$ cat src/rtl/soma_array_pkg.sv
// Shared types and helpers for the soma_array neuron bank.
package soma_array_pkg;

    typedef enum logic [1:0] {
        IDLE  = 2'd0,
        SWEEP = 2'd1,
        DONE  = 2'd2
    } state_t;

    // Saturating signed add, clamped to the range of a w-bit two's complement value (w <= 31).
    function automatic logic signed [31:0] sat_add(input logic signed [31:0] a,
                                                   input logic signed [31:0] b,
                                                   input int unsigned w);
        logic signed [32:0] sum;
        logic signed [32:0] hi;
        logic signed [32:0] lo;
        sum = {a[31], a} + {b[31], b};
        hi  = (33'sd1 <<< (w - 1)) - 33'sd1;
        lo  = -(33'sd1 <<< (w - 1));
        if (sum > hi) begin
            return hi[31:0];
        end else if (sum < lo) begin
            return lo[31:0];
        end
        return sum[31:0];
    endfunction

endpackage

$ cat src/rtl/soma_array_if.sv
// Event-in / spike-out handshake bundle for soma_array.
interface soma_array_if #(
    parameter int ID_W = 4,
    parameter int W_W  = 8,
    parameter int T_W  = 16
);
    logic                  in_valid;
    logic                  in_ready;
    logic [ID_W-1:0]       in_id;
    logic signed [W_W-1:0] in_weight;
    logic                  out_valid;
    logic                  out_ready;
    logic [ID_W-1:0]       out_id;
    logic [T_W-1:0]        out_time;

    // Producer of synaptic events and consumer of spikes.
    modport master (
        output in_valid, in_id, in_weight, out_ready,
        input  in_ready, out_valid, out_id, out_time
    );

    // The neuron bank itself.
    modport slave (
        input  in_valid, in_id, in_weight, out_ready,
        output in_ready, out_valid, out_id, out_time
    );
endinterface

$ cat src/rtl/soma_array_fifo.sv
// Synchronous spike FIFO; a push on a full FIFO is accepted when a pop happens in the same cycle.
module soma_array_fifo #(
    parameter int WIDTH = 20,
    parameter int DEPTH = 8
) (
    input  logic             clk,
    input  logic             rst,
    input  logic             push_i,
    input  logic [WIDTH-1:0] data_i,
    input  logic             pop_i,
    output logic [WIDTH-1:0] data_o,
    output logic             full_o,
    output logic             empty_o
);
    localparam int AW = $clog2(DEPTH);

    logic [WIDTH-1:0] mem_q [DEPTH];
    logic [AW:0]      wr_q;
    logic [AW:0]      rd_q;
    logic             do_push;
    logic             do_pop;

    assign empty_o = (wr_q == rd_q);
    assign full_o  = (wr_q[AW] != rd_q[AW]) && (wr_q[AW-1:0] == rd_q[AW-1:0]);
    assign do_pop  = pop_i && !empty_o;
    assign do_push = push_i && (!full_o || do_pop);
    assign data_o  = mem_q[rd_q[AW-1:0]];

    // Storage write; contents need no reset since empty_o gates visibility.
    always_ff @(posedge clk) begin
        if (do_push) begin
            mem_q[wr_q[AW-1:0]] <= data_i;
        end
    end

    // Read/write pointers with an extra wrap bit to tell full from empty.
    always_ff @(posedge clk or negedge rst) begin
        if (!rst) begin
            wr_q <= '0;
            rd_q <= '0;
        end else begin
            if (do_push) wr_q <= wr_q + 1'b1;
            if (do_pop)  rd_q <= rd_q + 1'b1;
        end
    end
endmodule

$ cat src/rtl/soma_array.sv
// Time-multiplexed bank of leaky integrate-and-fire somas with a spike output FIFO.
module soma_array
    import soma_array_pkg::*;
#(
    parameter int N_NEURON = 16,
    parameter int V_W      = 16,
    parameter int W_W      = 8,
    parameter int REFR_W   = 8,
    parameter int T_W      = 16,
    parameter int LEAK_SH  = 4,
    parameter int FIFO_D   = 8,
    localparam int ID_W    = $clog2(N_NEURON)
) (
    input  logic                  clk,
    input  logic                  rst,
    input  logic signed [V_W-1:0] cfg_v_rest,
    input  logic signed [V_W-1:0] cfg_v_th,
    input  logic [REFR_W-1:0]     cfg_refr,
    input  logic [T_W-1:0]        cfg_delay,
    soma_array_if.slave           bus,
    input  logic                  tick,
    input  logic                  en_we,
    input  logic [ID_W-1:0]       en_id,
    input  logic                  en_val,
    output logic                  busy,
    output logic                  sweep_done,
    output logic                  overrun
);
    localparam logic [ID_W-1:0] LAST_IDX = ID_W'(N_NEURON - 1);

    typedef struct packed {
        logic [ID_W-1:0] id;
        logic [T_W-1:0]  tstamp;
    } spike_t;

    state_t                state_q, state_d;
    logic [ID_W-1:0]       idx_q;
    logic [T_W-1:0]        tick_cnt_q;
    logic                  overrun_q;
    logic                  first_q;
    logic signed [V_W-1:0] v_rest_s_q;
    logic signed [V_W-1:0] v_th_s_q;
    logic [REFR_W-1:0]     refr_s_q;
    logic [T_W-1:0]        delay_s_q;

    logic signed [V_W-1:0] v_q    [N_NEURON];
    logic [REFR_W-1:0]     refr_q [N_NEURON];
    logic [N_NEURON-1:0]   en_q;

    logic                  sweep_start;
    logic                  first_tick;
    logic                  ev_ok;
    logic signed [V_W-1:0] ev_base;
    logic signed [31:0]    ev_sum;
    logic signed [V_W-1:0] ev_v;

    logic signed [V_W-1:0] cur_v;
    logic [REFR_W-1:0]     cur_refr;
    logic                  cur_en;
    logic signed [V_W:0]   lk_diff;
    logic signed [V_W:0]   lk_d;
    logic signed [V_W:0]   lk_new;
    logic                  fire_due;
    logic                  step_stall;
    logic                  step_adv;
    logic                  step_wr;
    logic                  push;
    logic signed [V_W-1:0] step_v;
    logic [REFR_W-1:0]     step_refr;

    spike_t                push_spk;
    spike_t                head_spk;
    logic                  fifo_full;
    logic                  fifo_empty;
    logic                  pop;

    assign sweep_start   = (state_q == IDLE) && tick;
    assign first_tick    = sweep_start && first_q;
    assign busy          = (state_q != IDLE);
    assign sweep_done    = (state_q == DONE);
    assign overrun       = overrun_q;
    assign bus.in_ready  = (state_q == IDLE);
    assign bus.out_valid = !fifo_empty;
    assign bus.out_id    = head_spk.id;
    assign bus.out_time  = head_spk.tstamp;
    assign pop           = bus.out_valid && bus.out_ready;

    // Integrate path: event lands on the retained V, or on v_rest when the first tick reloads the bank.
    always_comb begin
        ev_ok   = bus.in_valid && (state_q == IDLE) && en_q[bus.in_id] && (refr_q[bus.in_id] == '0);
        ev_base = first_tick ? cfg_v_rest : v_q[bus.in_id];
        ev_sum  = sat_add(32'(ev_base), 32'(bus.in_weight), V_W);
        ev_v    = ev_sum[V_W-1:0];
    end

    // Sweep step for the current index: refractory, fire (stalls on a full FIFO), or leak.
    always_comb begin
        cur_v      = v_q[idx_q];
        cur_refr   = refr_q[idx_q];
        cur_en     = en_q[idx_q];
        lk_diff    = {cur_v[V_W-1], cur_v} - {v_rest_s_q[V_W-1], v_rest_s_q};
        lk_d       = lk_diff >>> LEAK_SH;
        lk_new     = {cur_v[V_W-1], cur_v} - lk_d;
        fire_due   = 1'b0;
        step_stall = 1'b0;
        step_adv   = 1'b0;
        step_v     = lk_new[V_W-1:0];
        step_refr  = cur_refr;
        if (state_q == SWEEP) begin
            fire_due   = cur_en && (cur_refr == '0) && (cur_v >= v_th_s_q);
            step_stall = fire_due && fifo_full && !pop;
            step_adv   = !step_stall;
        end
        if (cur_refr != '0) begin
            step_v    = v_rest_s_q;
            step_refr = cur_refr - 1'b1;
        end else if (cur_v >= v_th_s_q) begin
            step_v    = v_rest_s_q;
            step_refr = refr_s_q;
        end
        step_wr         = step_adv && cur_en;
        push            = fire_due && !step_stall;
        push_spk.id     = idx_q;
        push_spk.tstamp = tick_cnt_q + delay_s_q;
    end

    // Next-state logic for the IDLE/SWEEP/DONE controller.
    always_comb begin
        state_d = state_q;
        case (state_q)
            IDLE:    if (tick) state_d = SWEEP;
            SWEEP:   if (step_adv && (idx_q == LAST_IDX)) state_d = DONE;
            DONE:    state_d = IDLE;
            default: state_d = IDLE;
        endcase
    end

    // Controller state register.
    always_ff @(posedge clk or negedge rst) begin
        if (!rst) state_q <= IDLE;
        else      state_q <= state_d;
    end

    // Sweep index, timestep count, sticky overrun and per-sweep configuration snapshot.
    always_ff @(posedge clk or negedge rst) begin
        if (!rst) begin
            idx_q      <= '0;
            tick_cnt_q <= '0;
            overrun_q  <= 1'b0;
            first_q    <= 1'b1;
            v_rest_s_q <= '0;
            v_th_s_q   <= '0;
            refr_s_q   <= '0;
            delay_s_q  <= '0;
        end else begin
            if (sweep_start) begin
                idx_q      <= '0;
                first_q    <= 1'b0;
                v_rest_s_q <= cfg_v_rest;
                v_th_s_q   <= cfg_v_th;
                refr_s_q   <= cfg_refr;
                delay_s_q  <= cfg_delay;
            end else if (step_adv) begin
                idx_q <= idx_q + 1'b1;
            end
            if (state_q == DONE) tick_cnt_q <= tick_cnt_q + 1'b1;
            if (tick && (state_q != IDLE)) overrun_q <= 1'b1;
        end
    end

    // Neuron state arrays: first-tick reload, event integration, sweep writeback, enable writes.
    always_ff @(posedge clk or negedge rst) begin
        if (!rst) begin
            for (int i = 0; i < N_NEURON; i++) begin
                v_q[i]    <= '0;
                refr_q[i] <= '0;
            end
            en_q <= '1;
        end else begin
            if (first_tick) begin
                for (int i = 0; i < N_NEURON; i++) v_q[i] <= cfg_v_rest;
            end
            if (ev_ok) v_q[bus.in_id] <= ev_v;
            if (step_wr) begin
                v_q[idx_q]    <= step_v;
                refr_q[idx_q] <= step_refr;
            end
            if (en_we) en_q[en_id] <= en_val;
        end
    end

    soma_array_fifo #(
        .WIDTH ($bits(spike_t)),
        .DEPTH (FIFO_D)
    ) u_fifo (
        .clk     (clk),
        .rst     (rst),
        .push_i  (push),
        .data_i  (push_spk),
        .pop_i   (pop),
        .data_o  (head_spk),
        .full_o  (fifo_full),
        .empty_o (fifo_empty)
    );
endmodule

$ cat src/flat_wrapper.sv
// flat-port wrapper written by rule: the top's interface ports become plain ports
module soma_array_flat import soma_array_pkg::*;
#(
    parameter int N_NEURON = 16,
    parameter int V_W      = 16,
    parameter int W_W      = 8,
    parameter int REFR_W   = 8,
    parameter int T_W      = 16,
    parameter int LEAK_SH  = 4,
    parameter int FIFO_D   = 8,
    localparam int ID_W    = $clog2(N_NEURON)
)
  (clk, rst, cfg_v_rest, cfg_v_th, cfg_refr, cfg_delay, tick, en_we, en_id, en_val, busy, sweep_done, overrun, bus_in_valid, bus_in_id, bus_in_weight, bus_out_ready, bus_in_ready, bus_out_valid, bus_out_id, bus_out_time);
  soma_array_if #(.ID_W(4), .W_W(W_W), .T_W(T_W)) bus_i ();
  input  logic clk;
  input  logic rst;
  input  logic signed [V_W-1:0] cfg_v_rest;
  input  logic signed [V_W-1:0] cfg_v_th;
  input  logic [REFR_W-1:0] cfg_refr;
  input  logic [T_W-1:0] cfg_delay;
  input  logic tick;
  input  logic en_we;
  input  logic [ID_W-1:0] en_id;
  input  logic en_val;
  output logic busy;
  output logic sweep_done;
  output logic overrun;
  input wire logic [$bits(bus_i.in_valid)-1:0] bus_in_valid;
  input wire logic [$bits(bus_i.in_id)-1:0] bus_in_id;
  input wire logic [$bits(bus_i.in_weight)-1:0] bus_in_weight;
  input wire logic [$bits(bus_i.out_ready)-1:0] bus_out_ready;
  output wire logic [$bits(bus_i.in_ready)-1:0] bus_in_ready;
  output wire logic [$bits(bus_i.out_valid)-1:0] bus_out_valid;
  output wire logic [$bits(bus_i.out_id)-1:0] bus_out_id;
  output wire logic [$bits(bus_i.out_time)-1:0] bus_out_time;
  assign bus_i.in_valid = bus_in_valid;
  assign bus_i.in_id = bus_in_id;
  assign bus_i.in_weight = bus_in_weight;
  assign bus_i.out_ready = bus_out_ready;
  assign bus_in_ready = bus_i.in_ready;
  assign bus_out_valid = bus_i.out_valid;
  assign bus_out_id = bus_i.out_id;
  assign bus_out_time = bus_i.out_time;
  soma_array #(.N_NEURON(N_NEURON), .V_W(V_W), .W_W(W_W), .REFR_W(REFR_W), .T_W(T_W), .LEAK_SH(LEAK_SH), .FIFO_D(FIFO_D)) u_core (.clk(clk), .rst(rst), .cfg_v_rest(cfg_v_rest), .cfg_v_th(cfg_v_th), .cfg_refr(cfg_refr), .cfg_delay(cfg_delay), .bus(bus_i), .tick(tick), .en_we(en_we), .en_id(en_id), .en_val(en_val), .busy(busy), .sweep_done(sweep_done), .overrun(overrun));
endmodule
$ cat config.mk
export PLATFORM = sky130hd
export DESIGN_NAME = soma_array_flat
export DESIGN_NICKNAME = d
export VERILOG_FILES = /design/src/rtl/soma_array_pkg.sv /design/src/rtl/soma_array_if.sv /design/src/rtl/soma_array_fifo.sv /design/src/rtl/soma_array.sv /design/src/flat_wrapper.sv
export SDC_FILE = /design/constraint.sdc
export NUM_CORES = 2
export LEC_CHECK = 0
export ABC_AREA = 1
export CELL_PAD_IN_SITES_DETAIL_PLACEMENT = 0
export CELL_PAD_IN_SITES_GLOBAL_PLACEMENT = 1
export CORE_MARGIN = 10
export CORE_UTILIZATION = 30
export CTS_CLUSTER_SIZE = 14
export DETAILED_ROUTE_END_ITERATION = 6
export GPL_TIMING_DRIVEN = 0
export PLACE_DENSITY_LB_ADDON = 0.1
export SYNTH_ARGS = -nofsm -noshare
export SYNTH_HDL_FRONTEND = slang
export SYNTH_SLANG_ARGS = --single-unit
$ cat constraint.sdc
create_clock -name clk -period 18.2 [get_ports clk]
set_clock_uncertainty 0.1 [all_clocks]
set_input_delay 1.82 -clock clk [delete_from_list [all_inputs] [get_ports clk]]
set_output_delay 1.82 -clock clk [all_outputs]
set_load 0.01 [all_outputs]
Yosys cells after proc, flatten, opt, wreduce, memory -nomap -nowiden --
Memories as Yosys holds them, arrays and structs flattened. Index checks and enable logic that the tools add are counted.
Word-level totals: flip-flop bits (word level) 488, memory bits (writable) 160, input bits 79, output and inout bits 25, word-level logic and storage cells 159, memories kept 1
Memory list:
- u_core.u_fifo.mem_q | depth 8, width 20, read ports 1, clocked after Yosys merged registers in 0, write ports 1, RTL line soma_array_fifo.sv:17 | logic [WIDTH-1:0] mem_q [DEPTH];
Operators by class: $add $sub $neg 9, $lt $le $gt $ge 11, equality and inequality tests 8, multiplexer cells 51, bitwise operators 2, reductions and logical operators 33
Operators with widths (count):
- 256-bit 2-to-1 mux | 3
- 256-bit bitwise mux | 2
- 16-bit 2-to-1 mux | 12
- 16-bit binary-select mux with 4-bit select | 2
- 128-bit bitwise mux | 1
- 16-bit demux with 4-bit select | 2
- 8-bit binary-select mux with 4-bit select | 2
- 8-bit 2-to-1 mux | 7
- 8-bit demux with 4-bit select | 1
- 1-bit logical AND | 20
- 16-bit by 8-bit adder with 17-bit output | 1
- 17-bit by 16-bit > comparator with 1-bit output, second input constant | 1
- 17-bit by 16-bit < comparator with 1-bit output, second input constant | 1
- 16-bit by 16-bit subtractor with 17-bit output | 1
- 16-bit by 1-bit adder with 16-bit output, second input constant | 1
- 16-bit adder | 1
- 16-bit bitwise mux | 1
- 16-bit greater-or-equal comparator | 1
- 8-bit zero test | 2
- 16-bit by 13-bit subtractor with 16-bit output | 1
- 4-bit by 5-bit < comparator with 1-bit output, second input constant | 3
- 4-bit by 1-bit adder with 4-bit output, second input constant | 3
- 5-bit greater-or-equal comparator, second input constant | 2
- 5-bit by 1-bit < comparator with 1-bit output, second input constant | 2
- 22 further kinds | 41

Longest topological paths before layout --
word-level depth 15, mapped depth 40, mapped depth without buffers 32

By module --
From an unflattened synthesis, not the netlist that was laid out.
Unflattened totals: cells, all modules 5100, area, all modules 39113.8 um2
By module, submodules not included:
- soma_array | times used 1, cells an instance 4568, area an instance 32417.3 um2, sequential area each 12032.8 um2
- soma_array_fifo | times used 1, cells an instance 532, area an instance 6696.4 um2, sequential area each 5004.8 um2

Worst setup path before layout --
Ideal clock, no wire load.
path type reg2reg, from register u_core.idx_q[0], to memory u_core.u_fifo.mem_q[4][0] (enable), setup time 0.422 ns, arrival 5.498 ns, data required time 17.678 ns, setup slack 12.180 ns, cell stages (with the launch flop) 27, buffers on the path 7, period minus slack after synthesis 6.020 ns, cell sequence dfrtp_1 -> buf_6 -> inv_4 -> buf_6 -> buf_6 -> buf_2 -> clkbuf_1 -> clkbuf_1 -> buf_2 -> a21oi_1 -> o21ai_0 -> a21oi_1 -> or4_1 -> ha_1 -> inv_1 -> o21bai_1 -> a221oi_1 -> o21ai_0 -> nand2_1 -> nand2_1 -> nor2_1 -> nor2_1 -> nor2_2 -> nand3_1 -> inv_2 -> nand2_1 -> nor3_1
Between the ends: cells in the longest elaborated chain, start to end 15, elaborated cells on any way between the ends 22, those cells by class order compare: 1; mux: 12; bitwise: 1; reduce/logical: 8
RTL lines:
- start: declaration | RTL line soma_array.sv:37 | logic [ID_W-1:0] idx_q;
- start signal: assignment | RTL line soma_array.sv:164 | idx_q <= idx_q + 1'b1;
- parallel branches: the longest is 6 deep, another holds 16-bit greater-or-equal comparator
- 1-bit logical AND * | RTL line soma_array.sv:110 | fire_due = cur_en && (cur_refr == '0) && (cur_v >= v_th_s_q);
- 1-bit logical AND (2 in a row) | RTL line soma_array.sv:111 | step_stall = fire_due && fifo_full && !pop;
- 1-bit 2-to-1 mux | RTL line soma_array.sv:109 | if (state_q == SWEEP) begin
- 1-bit zero test | RTL line soma_array.sv:122 | push = fire_due && !step_stall;
- 1-bit logical AND * | RTL line soma_array.sv:122
- 1-bit logical AND * | RTL line soma_array_fifo.sv:26 | assign do_push = push_i && (!full_o || do_pop);
- 1-bit 2-to-1 mux * | RTL line soma_array_fifo.sv:31 | if (do_push) begin
- 1-bit 2-to-1 mux (not written as such) * | RTL line soma_array_fifo.sv:32 | mem_q[wr_q[AW-1:0]] <= data_i;
- end: declaration | RTL line soma_array_fifo.sv:17
Mark *: on every way between the ends. The select of a mux whose other input is x is not followed.

Final worst setup path --
from register u_core.idx_q[0], to register u_core.v_q[221] in the netlist's numbering
Between the ends: cells in the longest elaborated chain, start to end 13, elaborated cells on any way between the ends 30, those cells by class add/sub: 2; order compare: 3; mux: 15; bitwise: 1; reduce/logical: 9
RTL lines:
- parallel branches: the longest is 12 deep, another holds 16-bit by 16-bit subtractor with 17-bit output
- 256-bit 2-to-1 mux * | RTL line soma_array.sv:184 | if (step_wr) begin
- end signal: indexed assignment | RTL line soma_array.sv:183 | if (ev_ok) v_q[bus.in_id] <= ev_v;
- end signal: indexed assignment | RTL line soma_array.sv:185 | v_q[idx_q] <= step_v;
- end: declaration | RTL line soma_array.sv:46 | logic signed [V_W-1:0] v_q [N_NEURON];
Marked as above. A chain may end at the register's enable or synchronous reset.

==> impl_metrics.yaml <==
clock_tree:
  post_cts_buffers: 0
  numCtsBuffers: 85
  cts_tree: "done"
  cts_hold_buf: 0
  cts_htree_levels: 3
  cts_root_buf: "clkbuf_16"
  clk_pin_slew_worst_paths_ns: 0.06
  cts.path.max_buffers: 3
  clk_latency_ns: 0.73
  cts_resized: 0
  clock-sinks: 648
cells_and_area:
  nFillCells: 13658
  layout-drive-gt1-share_pct: 7.79
  area_growth_pct: 16.7
  seqCellArea_um2: 17000
  multi_input_area_um2: 17600
  final_nets: 5301
power:
  finalPower_mw: 10.8
  p_leak_nw: 18.9
  powerDensity_nw_per_um2: 239
  ir_drop_mv: 0.136
yosys:
  yosysWarnings: 0
  synth_simple_gate_area_share_pct: 13.9
  synth_common_cells: "nand2_1 (820), o21ai_0 (722), inv_1 (555)"
  syn-num-nets: 5094
  synth-xor-area-share_pct: 1.73
  syn_inst: 4927
  ys_ff_latch: 648
  synthMuxAreaShare_pct: 0
  syn_avg_cell_area_um2: 7.82
  synth.top_cell.area_share_pct: 30.6
  synth_largest_area_cell: "dfrtp_1"
  synth_most_common_cell: "nand2_1"
  synthTopCellsByArea: "dfrtp_1 (31%), edfxtp_1 (12%), o21ai_0 (9.4%), nand2_1 (8.0%), inv_1 (5.4%)"
  synth_edf_count: 160
  async_reset_ff_share_pct: 75.3
  syn-cell-area_um2: 38600
  synth_fa_ha_area_share_pct: 2.91
  netlist-cell-type-count: 64
  synth_compound_area_share_pct: 27.1
  ys_seq_area_share_pct: 44.2
  synth_top_family_by_area: "compound AO/OA/AOI/OAI gates"
  synthFlopType: "dfrtp_1"
grt:
  grt_pass1_wl_um: 275000
  grt_max_degree: 100
  gr-total-overflow: 0
  grt_pass1_vias: 37574
  antenna_found_initial: 5
  grt_use_total_pct: 26.4
routing:
  routed_wirelength_um: 195000
  antenna_left: 0
  dr.first_iter.drc_count: 4149
  dr.pass1.iters: 6
  drcViolationCount: 0
  wl_per_cell_um: 28.4
  vias_per_cell: 5.59
  vias: 38343
sta:
  finalSetupViolations: 0
  worst_slew_pin_slew_ns: 1.46
  fin_crit_ns: 9.58
  fmax_ghz: 0.104
  drv_slew: 0
  min_period_over_period_pct: 52.6
  fin_setup_tns_ns: 0
  hold_viol: 0
  rsz0062_at_grt: "false"
  slew_headroom_pct: 2.27
placement:
  dp_hpwl_um: 149000
  portBuffers: 102
  gp_congestion: 0.955
worst_setup_path:
  cp-end-kind: "register"
  reg2reg_to: "u_core.v_q[221]$_DFF_PN0_"
  crit_path_max_fanout: 11
  worstRegToRegCells: 26
  regToRegSetupSlack_ns: 8.62
  regToRegStartpoint: "u_core.idx_q[0]$_DFFE_PN0P_"
  required_ns: 18.70
  arrival_ns: 10.08
  critPathKind: "reg2reg"
  cp-start-kind: "register"
run:
  maxCapViolCount: 0
min_path:
  hold_end: "u_core.overrun$_DFFE_PN0P_"
  holdPathStages: 1
  min_path_type: "reg2reg"
  min_from: "u_core.overrun$_DFFE_PN0P_"
die:
  core-area_um2: 128000
  initial_core_util_pct: 30.2
  die_h_um: 378
  die_area_um2: 143000
  pin_count: 104
  num_rows: 131
  die_x_um: 378
status:
  run_status: "finished clean"
## area by class of cell
| cell class | count | area share (%) |
|---|---|---|
| Clock buffer | 114 | 5.33 |
| Antenna cell | 1 | 0.00556 |
| Tap cell | 1662 | 4.62 |
| Multi-Input combinational cell | 3333 | 39.2 |
| Buffer | 361 | 3.86 |
| Sequential cell | 648 | 37.9 |
| Inverter | 585 | 4.89 |
| Clock inverter | 40 | 1.34 |
| Timing Repair Buffer | 120 | 2.91 |
## stage by stage
step	setup WS (ns)	hold slack, ns	cells	cell area, um^2	util (%)
floorplan	12.18	0.342	4927	38600	-
global placement	-10.26	0.359	6691	41700	32.6
detailed placement	8.28	0.363	6709	42000	32.9
CTS	8.67	0.381	6863	45000	35.2
global route	8.39	0.402	6863	45000	35.2
finish	8.62	0.376	6864	45000	35.2
## worst max-delay path, stage by stage (launching register included)
cell and delay [ns]:
dfrtp_1 0.75, buf_6 0.26, buf_6 0.18, buf_6 0.19
buf_8 0.18, buf_2 0.34, buf_2 0.33, buf_2 0.31
buf_1 1.02, a21oi_1 0.18, o21ai_0 0.13, a21oi_1 0.24
or4_1 0.80, ha_1 0.36, nand2_1 0.07, nor4_1 0.42
nand2_1 0.10, nand2_1 0.08, nor2_1 0.04, nor2_1 0.82
inv_1 0.26, nand4_1 0.25, nand4_1 0.28, nor2_1 0.75
clkbuf_1 0.71, nand2_1 0.10, o21ai_1 0.11
## where the power goes
part           switching [mW]  internal, mW  leakage, nW
combinational            4.69          1.94         10.3
clock                   0.754          1.08         1.45
sequential              0.242          2.07         7.22
## per-layer routing
layer,vias to the layer above,global-route usage [%],wire length [um]
li1,17330,-,-
met1,19028,36.2,86200
met2,1655,41.9,86900
met3,330,4.36,14800
met4,0,9.13,6850
met5,-,0,0
## cells by family after synthesis
group,after synthesis
AOI/OAI and AO/OA,1888
xor gates and xnor gates,76
adders and majority gates,88
buffers and inverters,946
DFF,648
and+or+nand+nor,1281
## worst max path at each step
stage / endpoint / cells past startpoint / slack, ns / startpoint
final: u_core.v_q[221]$_DFF_PN0_ / 26 / 8.62 / u_core.idx_q[0]$_DFFE_PN0P_
after global routing: u_core.v_q[221]$_DFF_PN0_ / 26 / 8.39 / u_core.idx_q[0]$_DFFE_PN0P_
after CTS: u_core.v_q[221]$_DFF_PN0_ / 26 / 8.67 / u_core.idx_q[0]$_DFFE_PN0P_
after detailed placement: u_core.v_q[234]$_DFF_PN0_ / 27 / 8.28 / bus_in_id[0]
after global placement: u_core.v_q[190]$_DFF_PN0_ / 1 / -10.26 / rst
after floorplan: u_core.u_fifo.mem_q[4][0]$_DFFE_PP_ / 26 / 12.18 / u_core.idx_q[0]$_DFFE_PN0P_
## state kept, by name, summed over array words and instances (netlist names), 2 cells and up
| register | flops |
|---|---|
| u_core.delay_s_q | 16 |
| u_core.u_fifo.wr_q | 4 |
| u_core.u_fifo.mem_q | 160 |
| u_core.idx_q | 4 |
| u_core.u_fifo.rd_q | 4 |
| u_core.state_q | 2 |
| u_core.v_q | 256 |
| u_core.en_q | 16 |
| u_core.refr_q | 128 |
| u_core.refr_s_q | 8 |
| u_core.tick_cnt_q | 16 |
| u_core.v_rest_s_q | 16 |
| u_core.v_th_s_q | 16 |
## placed cells by master (no fill, tap or decap), types with 24 or more instances in the layout
cell type and instances:
nor2_1 250, xor2_1 49, buf_1 32, inv_2 25, nand4_1 68, o22ai_1 269, o21ai_1 354, ha_1 85
xnor2_1 27, o21ai_0 722, nand2_1 820, dfrtp_1 471, a21oi_1 335, buf_2 77, a31oi_1 24, clkdlybuf4s50_1 101
clkbuf_16 86, buf_6 36, buf_4 24, inv_1 555, o211ai_1 126, nand3_1 57, edfxtp_1 160, clkbuf_1 216
No activity file was read; power rests on OpenSTA's default activity.
